--- config.mk ---
export PLATFORM = sky130hd
export DESIGN_NAME = fp16_divider
export DESIGN_NICKNAME = d
export VERILOG_FILES = /design/src/rtl/fma16_pkg.sv /design/src/rtl/fp16_div_round.sv /design/src/rtl/fp16_divider.sv
export SDC_FILE = /design/constraint.sdc
export NUM_CORES = 1
export LEC_CHECK = 0
export ABC_CLOCK_PERIOD_IN_PS = 5500
export CAP_MARGIN = 5
export CORE_MARGIN = 4
export CORE_UTILIZATION = 35
export DETAILED_ROUTE_END_ITERATION = 12
export HOLD_SLACK_MARGIN = 0.15
export PLACE_DENSITY = 0.53
export SLEW_MARGIN = 20
export SYNTH_ARGS = -nofsm -noshare
export SYNTH_HDL_FRONTEND = slang
export SYNTH_SLANG_ARGS = --single-unit
--- constraint.sdc ---
create_clock -name clk -period 5.5 [get_ports clk]
set_input_delay 1.1 -clock clk [delete_from_list [all_inputs] [get_ports clk]]
set_output_delay 1.1 -clock clk [all_outputs]
set_load 0.03 [all_outputs]
--- src/rtl/fma16_pkg.sv ---
// Shared definitions for the fma16 exercise datapath: rounding-mode
// encodings, binary16 special constants, exception-flag bit positions and
// the divider's control state type.
package fma16_pkg;

  // Rounding modes as carried on the 2-bit roundmode input.
  localparam logic [1:0] RM_RZ  = 2'b00;
  localparam logic [1:0] RM_RNE = 2'b01;
  localparam logic [1:0] RM_RM  = 2'b10;
  localparam logic [1:0] RM_RP  = 2'b11;

  // binary16 special encodings.
  localparam logic [15:0] POS_INF = 16'h7c00;
  localparam logic [15:0] NEG_INF = 16'hfc00;
  localparam logic [15:0] QNAN    = 16'h7e00;
  localparam logic [15:0] MAXNORM = 16'h7bff;

  // Bit positions within flags = {invalid, divzero, overflow, underflow, inexact}.
  localparam int unsigned FLG_INVALID   = 4;
  localparam int unsigned FLG_DIVZERO   = 3;
  localparam int unsigned FLG_OVERFLOW  = 2;
  localparam int unsigned FLG_UNDERFLOW = 1;
  localparam int unsigned FLG_INEXACT   = 0;

  typedef enum logic [1:0] {
    S_IDLE,
    S_DIV,
    S_ROUND,
    S_DONE
  } div_state_e;

endpackage

--- src/rtl/fp16_div_round.sv ---
// Combinational rounding / range stage of the fp16 divider.
// Takes the raw 12-bit quotient (1 integer, 10 fraction, 1 guard bit),
// the remainder-derived sticky bit and the pre-rounding biased exponent,
// and produces the final binary16 quotient plus exception flags.
//   i_sign      : sign of the quotient
//   i_e         : biased exponent before rounding, 7-bit two's complement
//   i_q         : quotient bits, i_q[11] is the hidden integer bit
//   i_sticky    : OR of the final division remainder
//   i_roundmode : RZ / RNE / RM / RP
//   o_result    : binary16 result (flush-to-zero on underflow)
//   o_flags     : {invalid, divzero, overflow, underflow, inexact}
module fp16_div_round
  import fma16_pkg::*;
(
  input  logic              i_sign,
  input  logic signed [6:0] i_e,
  input  logic [11:0]       i_q,
  input  logic              i_sticky,
  input  logic [1:0]        i_roundmode,
  output logic [15:0]       o_result,
  output logic [4:0]        o_flags
);

  logic              w_guard;
  logic              w_lsb;
  logic              w_gs;
  logic              w_inc;
  logic [11:0]       w_mant;
  logic              w_carry;
  logic [9:0]        w_frac;
  logic signed [6:0] w_e;

  always_comb begin
    w_guard = i_q[0];
    w_lsb   = i_q[1];
    w_gs    = w_guard | i_sticky;

    w_inc = 1'b0;
    case (i_roundmode)
      RM_RZ:  w_inc = 1'b0;
      RM_RNE: w_inc = w_guard & (w_lsb | i_sticky);
      RM_RM:  w_inc = i_sign & w_gs;
      RM_RP:  w_inc = ~i_sign & w_gs;
      default: w_inc = 1'b0;
    endcase

    w_mant = {1'b0, i_q[11:1]} + {11'd0, w_inc};
    // The hidden bit is always set on entry, so a carry to 2.0 shows up
    // as bit 11 set with bit 10 cleared.
    w_carry = w_mant[11] & ~w_mant[10];
    if (w_carry) begin
      w_frac = '0;
      w_e    = i_e + 7'sd1;
    end else begin
      w_frac = w_mant[9:0];
      w_e    = i_e;
    end

    o_result = '0;
    o_flags  = '0;
    if (w_e >= 7'sd31) begin
      o_flags[FLG_OVERFLOW] = 1'b1;
      o_flags[FLG_INEXACT]  = 1'b1;
      case (i_roundmode)
        RM_RNE:  o_result = i_sign ? NEG_INF : POS_INF;
        RM_RZ:   o_result = {i_sign, MAXNORM[14:0]};
        RM_RP:   o_result = i_sign ? {1'b1, MAXNORM[14:0]} : POS_INF;
        RM_RM:   o_result = i_sign ? NEG_INF : MAXNORM;
        default: o_result = i_sign ? NEG_INF : POS_INF;
      endcase
    end else if (w_e <= 7'sd0) begin
      o_result                = {i_sign, 15'd0};
      o_flags[FLG_UNDERFLOW] = 1'b1;
      o_flags[FLG_INEXACT]   = 1'b1;
    end else begin
      o_result             = {i_sign, w_e[4:0], w_frac};
      o_flags[FLG_INEXACT] = w_gs;
    end
  end

endmodule

--- src/rtl/fp16_divider.sv ---
// Iterative binary16 divider, q = x / y.
// Restoring radix-2 mantissa division producing one quotient bit per cycle,
// followed by one rounding cycle. Special operands resolve at accept time and
// go straight to DONE. Subnormal inputs are treated as signed zero.
//   clk, reset           : clock, synchronous active-high reset
//   in_valid / in_ready  : operand handshake (in_ready only in IDLE)
//   x, y, roundmode      : dividend, divisor, rounding mode
//   out_valid / out_ready: result handshake (result held until accepted)
//   result, flags        : quotient, {invalid, divzero, overflow, underflow, inexact}
module fp16_divider
  import fma16_pkg::*;
#(
  parameter int unsigned QBITS = 12
) (
  input  logic        clk,
  input  logic        reset,
  input  logic        in_valid,
  output logic        in_ready,
  input  logic [15:0] x,
  input  logic [15:0] y,
  input  logic [1:0]  roundmode,
  output logic        out_valid,
  input  logic        out_ready,
  output logic [15:0] result,
  output logic [4:0]  flags
);

  localparam int unsigned CNT_W = $clog2(QBITS);

  div_state_e        r_state;
  div_state_e        w_state_nxt;

  logic              r_sign;
  logic [1:0]        r_rm;
  logic [10:0]       r_my;
  logic [11:0]       r_rem;
  logic [QBITS-1:0]  r_q;
  logic signed [6:0] r_e;
  logic [CNT_W-1:0]  r_cnt;
  logic [15:0]       r_result;
  logic [4:0]        r_flags;

  // Operand classification
  logic        w_sign;
  logic        w_x_zero, w_x_inf, w_x_nan;
  logic        w_y_zero, w_y_inf, w_y_nan;
  logic        w_special;
  logic [15:0] w_spec_result;
  logic [4:0]  w_spec_flags;
  logic [10:0] w_mx, w_my;
  logic        w_lt;
  logic [11:0] w_rem_init;
  logic signed [6:0] w_e_init;

  // Iteration datapath
  logic        w_ge;
  logic [11:0] w_diff;
  logic [11:0] w_sel;
  logic [11:0] w_rem_nxt;

  // Rounding stage
  logic [15:0] w_rnd_result;
  logic [4:0]  w_rnd_flags;

  always_comb begin
    w_sign   = x[15] ^ y[15];
    w_x_zero = (x[14:10] == 5'd0);
    w_x_inf  = (x[14:10] == 5'd31) && (x[9:0] == 10'd0);
    w_x_nan  = (x[14:10] == 5'd31) && (x[9:0] != 10'd0);
    w_y_zero = (y[14:10] == 5'd0);
    w_y_inf  = (y[14:10] == 5'd31) && (y[9:0] == 10'd0);
    w_y_nan  = (y[14:10] == 5'd31) && (y[9:0] != 10'd0);

    w_special     = 1'b1;
    w_spec_result = '0;
    w_spec_flags  = '0;
    if (w_x_nan || w_y_nan || (w_x_zero && w_y_zero) || (w_x_inf && w_y_inf)) begin
      w_spec_result              = QNAN;
      w_spec_flags[FLG_INVALID] = 1'b1;
    end else if (w_x_inf) begin
      w_spec_result = {w_sign, POS_INF[14:0]};
    end else if (w_y_zero) begin
      w_spec_result              = {w_sign, POS_INF[14:0]};
      w_spec_flags[FLG_DIVZERO] = 1'b1;
    end else if (w_x_zero || w_y_inf) begin
      w_spec_result = {w_sign, 15'd0};
    end else begin
      w_special = 1'b0;
    end

    w_mx       = {1'b1, x[9:0]};
    w_my       = {1'b1, y[9:0]};
    w_lt       = (w_mx < w_my);
    // Pre-shift a smaller dividend so the first quotient bit is always 1.
    w_rem_init = w_lt ? {w_mx, 1'b0} : {1'b0, w_mx};
    w_e_init   = 7'({2'b00, x[14:10]}) - 7'({2'b00, y[14:10]}) + 7'd15 - {6'd0, w_lt};

    w_ge      = (r_rem >= {1'b0, r_my});
    w_diff    = r_rem - {1'b0, r_my};
    w_sel     = w_ge ? w_diff : r_rem;
    w_rem_nxt = w_sel << 1;
  end

  fp16_div_round u_round (
    .i_sign      (r_sign),
    .i_e         (r_e),
    .i_q         (r_q),
    .i_sticky    (|r_rem),
    .i_roundmode (r_rm),
    .o_result    (w_rnd_result),
    .o_flags     (w_rnd_flags)
  );

  always_ff @(posedge clk) begin
    if (reset) r_state <= S_IDLE;
    else       r_state <= w_state_nxt;
  end

  always_comb begin
    w_state_nxt = r_state;
    in_ready    = 1'b0;
    out_valid   = 1'b0;
    unique case (r_state)
      S_IDLE: begin
        in_ready = 1'b1;
        if (in_valid) w_state_nxt = w_special ? S_DONE : S_DIV;
      end
      S_DIV: begin
        if (r_cnt == CNT_W'(QBITS - 1)) w_state_nxt = S_ROUND;
      end
      S_ROUND: w_state_nxt = S_DONE;
      S_DONE: begin
        out_valid = 1'b1;
        if (out_ready) w_state_nxt = S_IDLE;
      end
    endcase
  end

  always_ff @(posedge clk) begin
    if (reset) begin
      r_sign   <= 1'b0;
      r_rm     <= '0;
      r_my     <= '0;
      r_rem    <= '0;
      r_q      <= '0;
      r_e      <= '0;
      r_cnt    <= '0;
      r_result <= '0;
      r_flags  <= '0;
    end else begin
      unique case (r_state)
        S_IDLE: begin
          if (in_valid) begin
            r_sign <= w_sign;
            r_rm   <= roundmode;
            r_cnt  <= '0;
            r_q    <= '0;
            if (w_special) begin
              r_result <= w_spec_result;
              r_flags  <= w_spec_flags;
            end else begin
              r_my  <= w_my;
              r_rem <= w_rem_init;
              r_e   <= w_e_init;
            end
          end
        end
        S_DIV: begin
          r_rem <= w_rem_nxt;
          r_q   <= {r_q[QBITS-2:0], w_ge};
          r_cnt <= r_cnt + CNT_W'(1);
        end
        S_ROUND: begin
          r_result <= w_rnd_result;
          r_flags  <= w_rnd_flags;
          r_cnt    <= '0;
        end
        S_DONE: ;
      endcase
    end
  end

  assign result = r_result;
  assign flags  = r_flags;

endmodule

==> metrics.cfg, run 1 <==
[synthesis]
synth_edf_count=0
syn_area_um2=4980
synthFlopType=dfxtp_1
netlist-cell-type-count=61
syn_avg_cell_area_um2=7.60
syn_inst=655
yosysTopAreaCell=dfxtp_1
syn_nets=735
synth.area.top_cells=dfxtp_1 29%, ha_1 9.8%, nand2_1 6.2%
ys_seq_area_share_pct=28.9
yosysWarnings=0
async_flop_share_pct=0
ys_ff_latch=72
yosysTopAreaCellShare_pct=28.9

[floorplanning]
die_y_um=127
dieArea_um2=16200
rows=43
die_w_um=127
io_pins=61
coreArea_um2=13900
start_util_pct=35.7

[cts]
worstSkewPairLatency_ns=0.34
cts.sinks=72
clockRootBuffer=clkbuf_16
cts_resized=0
ctsHoldBuffers=0
cts_htree_levels=3
postCtsSetupRepairBufs=0
clkTransAtPathRegs_ns=0.06
cts_buffers=9
cts_tree=built
clockBufferDepth=2

[setup_path]
cpLargestDelayFamily=simple AND/OR/NAND/NOR gates
crit_buf_inv=0
crit_path_max_incr_delay_ns=0.65
arrival_ns=4.44
crit_type=reg -> reg
required_ns=5.75
start_kind=register
crit_top_cell=ha_1
crit_slowest_cell=nor3_1
critical_path_peak_fanout=10
cp-end-kind=register
crit_chain=and2_1 > ha_1 > nand2_1 > o22ai_1 > ha_1 > ha_1 > nand4_2 > nor3_1 > mux2_2 > o311ai_4 > and3_1 > a2111oi_0 > nor4_1

[cells_and_area]
final_area_um2=6010
final_cells=889
drive_above_1_share_pct=4.94
area_growth_pct=20.7
fillCellCount=1425
nets=784
layout_commonest_cell=nand2_1
num_antenna_cells=0
final_cell_mix=82 x nand2_1, 72 x dfxtp_1, 64 x nor2_1, 59 x clkdlybuf4s50_1, 57 x a21oi_1
utilization_pct=43.1

[route]
post_drt_wl_per_cell_um=15.9
drt-total-wl_mm=14.1
vias=4855
drtIter0Drc=402
drt-vias-per-instance=5.46
firstDrtPassIters=5
final_antenna_net_count=0
drc=0

[timing]
fmax_mhz=238
finalCriticalPeriod_ns=4.20
final_max_slew_viol_count=0
tns_ns=0
rsz0062_at_grt=no
finalSetupViolCount=0
slew_headroom_pct=40.8
hold_viol=0
worst_slew_pin_slew_ns=0.878
finalClockSkew_ns=0.00602
min_period_over_period_pct=76.3

[place]
placedInstanceArea_um2=5730
placed_cells=873
io_buffer_count=60
dp_hpwl_mm=10.9
routabilityCongestion=0.888

[grt]
antenna_found_initial=0
grt_overflow=0
track_usage_pct=17.8
grt_start_max_net_pins=34
grt_pass1_wl_mm=23.5
grt_pass1_vias=4763

[run_status]
run_status=complete, no violations

[pwr]
combPwrFrac_pct=54.6
leakage_nw=2.37
pwr-share-clk_pct=19.6
p_seq_share_pct=25.7
p_per_area_nw_per_um2=463
swShare_pct=46.3
p_int_mw=1.49
total_power_mw=2.78
power.switching_mw=1.29
ir_drop_v=0.000166

[min_path]
hp-class=reg -> reg

[job]
cap_violations=0

## stage by stage
stage / setup WS (ns) / hold WS (ns)
global placement: 1.14 / 0.437
detailed placement: 1.10 / 0.446
finish: 1.30 / 0.454
floorplan: 1.67 / 0.436
global route: 0.948 / 0.484
CTS: 1.33 / 0.457
## power groups by stage
stage	registers (mW)	logic [mW]	clock network [mW]
6_report	0.715	1.52	0.546
5_1_grt	0.729	1.69	0.580
4_1_cts	0.714	1.51	0.558
3_5_place_dp	0.725	1.50	0
3_3_place_gp	0.723	1.49	0
2_1_floorplan	0.713	1.09	0
## state kept, by name (all words and copies together) (netlist names)
| name | count |
|---|---|
| r_sign | 1 |
| r_rm | 2 |
| r_cnt | 4 |
| result | 16 |
| r_state | 2 |
| r_e | 7 |
| r_my | 11 |
| r_rem | 12 |
| flags | 5 |
| r_q | 12 |
## Yosys cell counts, types with 4 or more instances
cell type and count:
a211oi_1 6, a21o_1 7, a21oi_1 57, a22oi_1 13
a31oi_1 11, a32o_1 5, and2_1 7, and3_1 8
clkbuf_1 22, dfxtp_1 72, ha_1 39, inv_1 47
mux2_2 5, mux2i_1 7, nand2_1 82, nand2b_1 6
nand3_1 20, nand4_1 6, nor2_1 64, nor2b_1 8
nor3_1 21, nor4_1 16, o211ai_1 4, o21a_1 8
o21ai_0 33, o31a_1 4, xnor2_1 15, xor2_1 7
## tightest hold or removal path, stage by stage (launching register included)
cell	delay, ns
dfxtp_1	0.31
nand2_1	0.05
a21oi_1	0.05
## cell type report
class	instances	area (µm²)	share of cell area [%]
Multi-Input combinational cell	508	3250	54.1
Sequential cell	72	1440	24.0
Timing Repair Buffer	66	641	10.7
Clock buffer	10	229	3.81
Tap cell	180	225	3.75
Inverter	47	176	2.94
Clock inverter	6	45.0	0.750
## path summary, 6_finish.rpt
check	startpoint	endpoint	slack (ns)	cells after the start
worst max register to register	r_rm[0]	result[9]	1.30	13
worst max-delay path	r_rm[0]	result[9]	1.30	13
worst min register to register	flags[1]	flags[1]	0.45	2
worst min-delay path	flags[1]	flags[1]	0.45	2
## metal layers
metal | track usage, % | vias up | part of all wire (%)
li1 | - | 2444 | -
met1 | 24.7 | 2269 | 49
met2 | 28.0 | 126 | 45
met3 | 3.51 | 16 | 4.8
met4 | 5.43 | 0 | 1.2
met5 | 0 | - | 0
## cells by family (layout without fill, tap and decap cells)
group / after synthesis / after routing / synth area share (%)
AND/OR/NAND/NOR: 255 / 255 / 24.6
AO/OA/AOI/OAI: 177 / 177 / 23.3
buffers and inverters: 75 / 129 / 5.78
flip-flops: 72 / 72 / 28.9
adder cells (fa/ha/maj): 42 / 42 / 11.0
XOR/XNOR: 22 / 22 / 3.87
multiplexers: 12 / 12 / 2.54
No activity file was read; power rests on OpenSTA's default activity.
==> run 2, diff against run 1 <==
--- a/config.mk
+++ b/config.mk
@@ -5,13 +5,13 @@
 export SDC_FILE = /design/constraint.sdc
 export NUM_CORES = 1
 export LEC_CHECK = 0
-export ABC_CLOCK_PERIOD_IN_PS = 5500
+export ABC_CLOCK_PERIOD_IN_PS = 3610
 export CAP_MARGIN = 5
 export CORE_MARGIN = 4
 export CORE_UTILIZATION = 35
 export DETAILED_ROUTE_END_ITERATION = 12
 export HOLD_SLACK_MARGIN = 0.15
-export PLACE_DENSITY = 0.53
+export PLACE_DENSITY = 0.55
 export SLEW_MARGIN = 20
 export SYNTH_ARGS = -nofsm -noshare
 export SYNTH_HDL_FRONTEND = slang
==> constraint.sdc (replaced) <==
create_clock -name clk -period 3.61 [get_ports clk]
set_input_delay 0.722 -clock clk [delete_from_list [all_inputs] [get_ports clk]]
set_output_delay 0.722 -clock clk [all_outputs]
set_load 0.03 [all_outputs]
==> metrics.cfg, run 2 (synthesis gave the netlist of run 1 again) <==
[cts]
worstSkewPairLatency_ns=0.34  ; about the same
ctsHoldBuffers=0  ; unchanged
cts.sinks=72  ; unchanged
clkTransAtPathRegs_ns=0.06  ; about the same
cts_tree=built
cts_htree_levels=3  ; unchanged
clockBufferDepth=2  ; unchanged
cts_buffers=9  ; unchanged
clockRootBuffer=clkbuf_16

[floorplanning]
rows=43  ; unchanged
coreArea_um2=13900  ; unchanged
dieArea_um2=16200  ; unchanged
die_y_um=127  ; unchanged
start_util_pct=35.7  ; unchanged
io_pins=61  ; unchanged
die_w_um=127  ; unchanged

[timing]
finalClockSkew_ns=0.00652  ; +0.000501 ns
min_period_over_period_pct=97.1  ; +21 points
setup_ws_ns=0.106  ; -1.20 ns
slew_headroom_pct=41.1  ; +0.29 points
fmax_mhz=285  ; +20%
final_max_slew_viol_count=0  ; unchanged
finalCriticalPeriod_ns=3.50  ; -0.691 ns
hold_viol=0  ; unchanged
finalSetupViolCount=0  ; unchanged
fin_hold_ws_ns=0.449  ; -0.00503 ns
worst_slew_pin_slew_ns=0.880  ; +0.00167 ns

[route]
drc=0  ; unchanged
drt-met1-wl_mm=7.04  ; +1.1%
post_drt_wl_per_cell_um=15.7  ; -1.5%
highest_layer=met4
drt-vias-per-instance=5.45  ; -0.28%
final_antenna_net_count=0  ; unchanged
drtIter0Drc=384  ; -4.5%
firstDrtPassIters=5  ; unchanged
wl_met2_mm=6.45  ; +1.8%
met3_length_um=857  ; +27%
vias=5081  ; +4.7%
drt-total-wl_mm=14.6  ; +3.3%

[setup_path]
critical_path_peak_fanout=7  ; -3
reg2reg_from=r_rm[0]
cp-end-kind=register
arrival_ns=3.76  ; -0.68 ns
required_ns=3.87  ; -1.88 ns
start_kind=register
rrSetupSlack_ns=0.11  ; -1.20 ns
rr_worst_depth=13  ; unchanged
crit_type=reg -> reg
rr_endpoint=result[15]

[cells_and_area]
final_cells=933  ; +4.9%
drive_above_1_share_pct=12.5  ; +7.5 points
fillCellCount=1404  ; -1.5%
largest_register_ffs=16  ; unchanged
layout_commonest_cell=nand2_1
num_antenna_cells=0  ; unchanged
area_growth_pct=29.4
final_cell_mix=82 x nand2_1, 72 x dfxtp_1, 64 x nor2_1, 59 x clkdlybuf4s50_1, 55 x a21oi_1
nets=828  ; +5.6%

[grt]
grt_overflow=0  ; unchanged
antenna_found_initial=0  ; unchanged
grt_pass1_vias=4938  ; +3.7%
grt_pass1_wl_mm=24.4  ; +3.8%
grt_start_max_net_pins=26  ; -24%
track_usage_pct=18.4  ; +0.62 points

[min_path]
whs_path_depth=2  ; unchanged
hp-class=reg -> reg
hp-start=flags[2]
holdPathEnd=flags[2]

[pwr]
leakage_nw=2.59  ; +9.5%
total_power_mw=4.45  ; +60%
ir_drop_v=0.000270  ; +63%
p_per_area_nw_per_um2=690  ; +49%

[place]
placed_cells=915  ; +4.8%
dp_hpwl_mm=11.6  ; +6.0%
pre_cts_ws_ns=-0.262  ; -1.36 ns
io_buffer_count=60  ; unchanged
routabilityCongestion=0.946  ; +6.5%

[run_status]
run_status=complete, no violations

[job]
cap_violations=0  ; unchanged

## run 2: changes by cell type in the layout (fill, tap and decap cells not counted), sizes merged
cell	previous run	this run
clkbuf	10	9
buf	7	51
clkinvlp	2	3
inv	48	49
clkinv	3	2
## run 2: area by class of cell
class	instances	area [µm²]	area share, %
Clock inverter	7	53.8	0.835
Multi-Input combinational cell	508	3340	51.8
Timing Repair Buffer	110	983	15.3
Tap cell	180	225	3.49
Inverter	47	176	2.74
Clock buffer	9	225	3.49
Sequential cell	72	1440	22.4
## run 2: critical path, stage by stage, from the launching register on
cell	delay [ns]
dfxtp_1	0.31
and2_1	0.18
ha_1	0.28
nand2_1	0.06
o22ai_1	0.18
ha_2	0.24
ha_4	0.16
nand2_1	0.06
or4_4	0.60
or4_4	0.55
o311ai_4	0.11
a32oi_1	0.16
a311o_1	0.31
a311oi_2	0.23
## run 2: per-stage QoR
stage,util [%],setup TNS (ns),cell area [µm²]
4_1_cts,45.5,0,6340
3_3_place_gp,43.5,-0.187,6060
2_1_floorplan,-,0,4980
3_5_place_dp,43.5,-0.262,6060
6_report,46.3,0,6450
5_1_grt,46.3,-0.0000639,6450
## run 2: how the worst max path moves through the flow
stage                         start         end  slack, ns  cells past startpoint
final                       r_rm[0]  result[15]       0.11                     13
after global routing        r_rm[0]  result[15]   -0.00006                     13
after CTS                 r_rem[11]  result[15]       0.09                     13
after detailed placement       y[2]      r_e[5]      -0.26                     15
after global placement         y[2]      r_e[5]      -0.19                     15
after floorplan             r_rm[0]   result[9]       0.06                     13
## run 2: where the power goes
group          internal, mW  switching [mW]  total, mW
Sequential            0.934           0.134       1.07
Clock                 0.469           0.364      0.833
Combinational          1.02            1.52       2.55
Total                  2.43            2.02       4.45
## run 2: repair_timing
| action | CTS | global route |
|---|---|---|
| gates resized for setup | 0 | 18 |
| setup buffers | 0 | 2 |
| setup endpoints to repair | 0 | 16 |
## run 2: metal layers
layer,vias to the layer above,global-route usage (%)
li1,2549,-
met1,2360,25.1
met2,150,29.2
met3,22,4.10
met4,0,5.68
met5,-,0
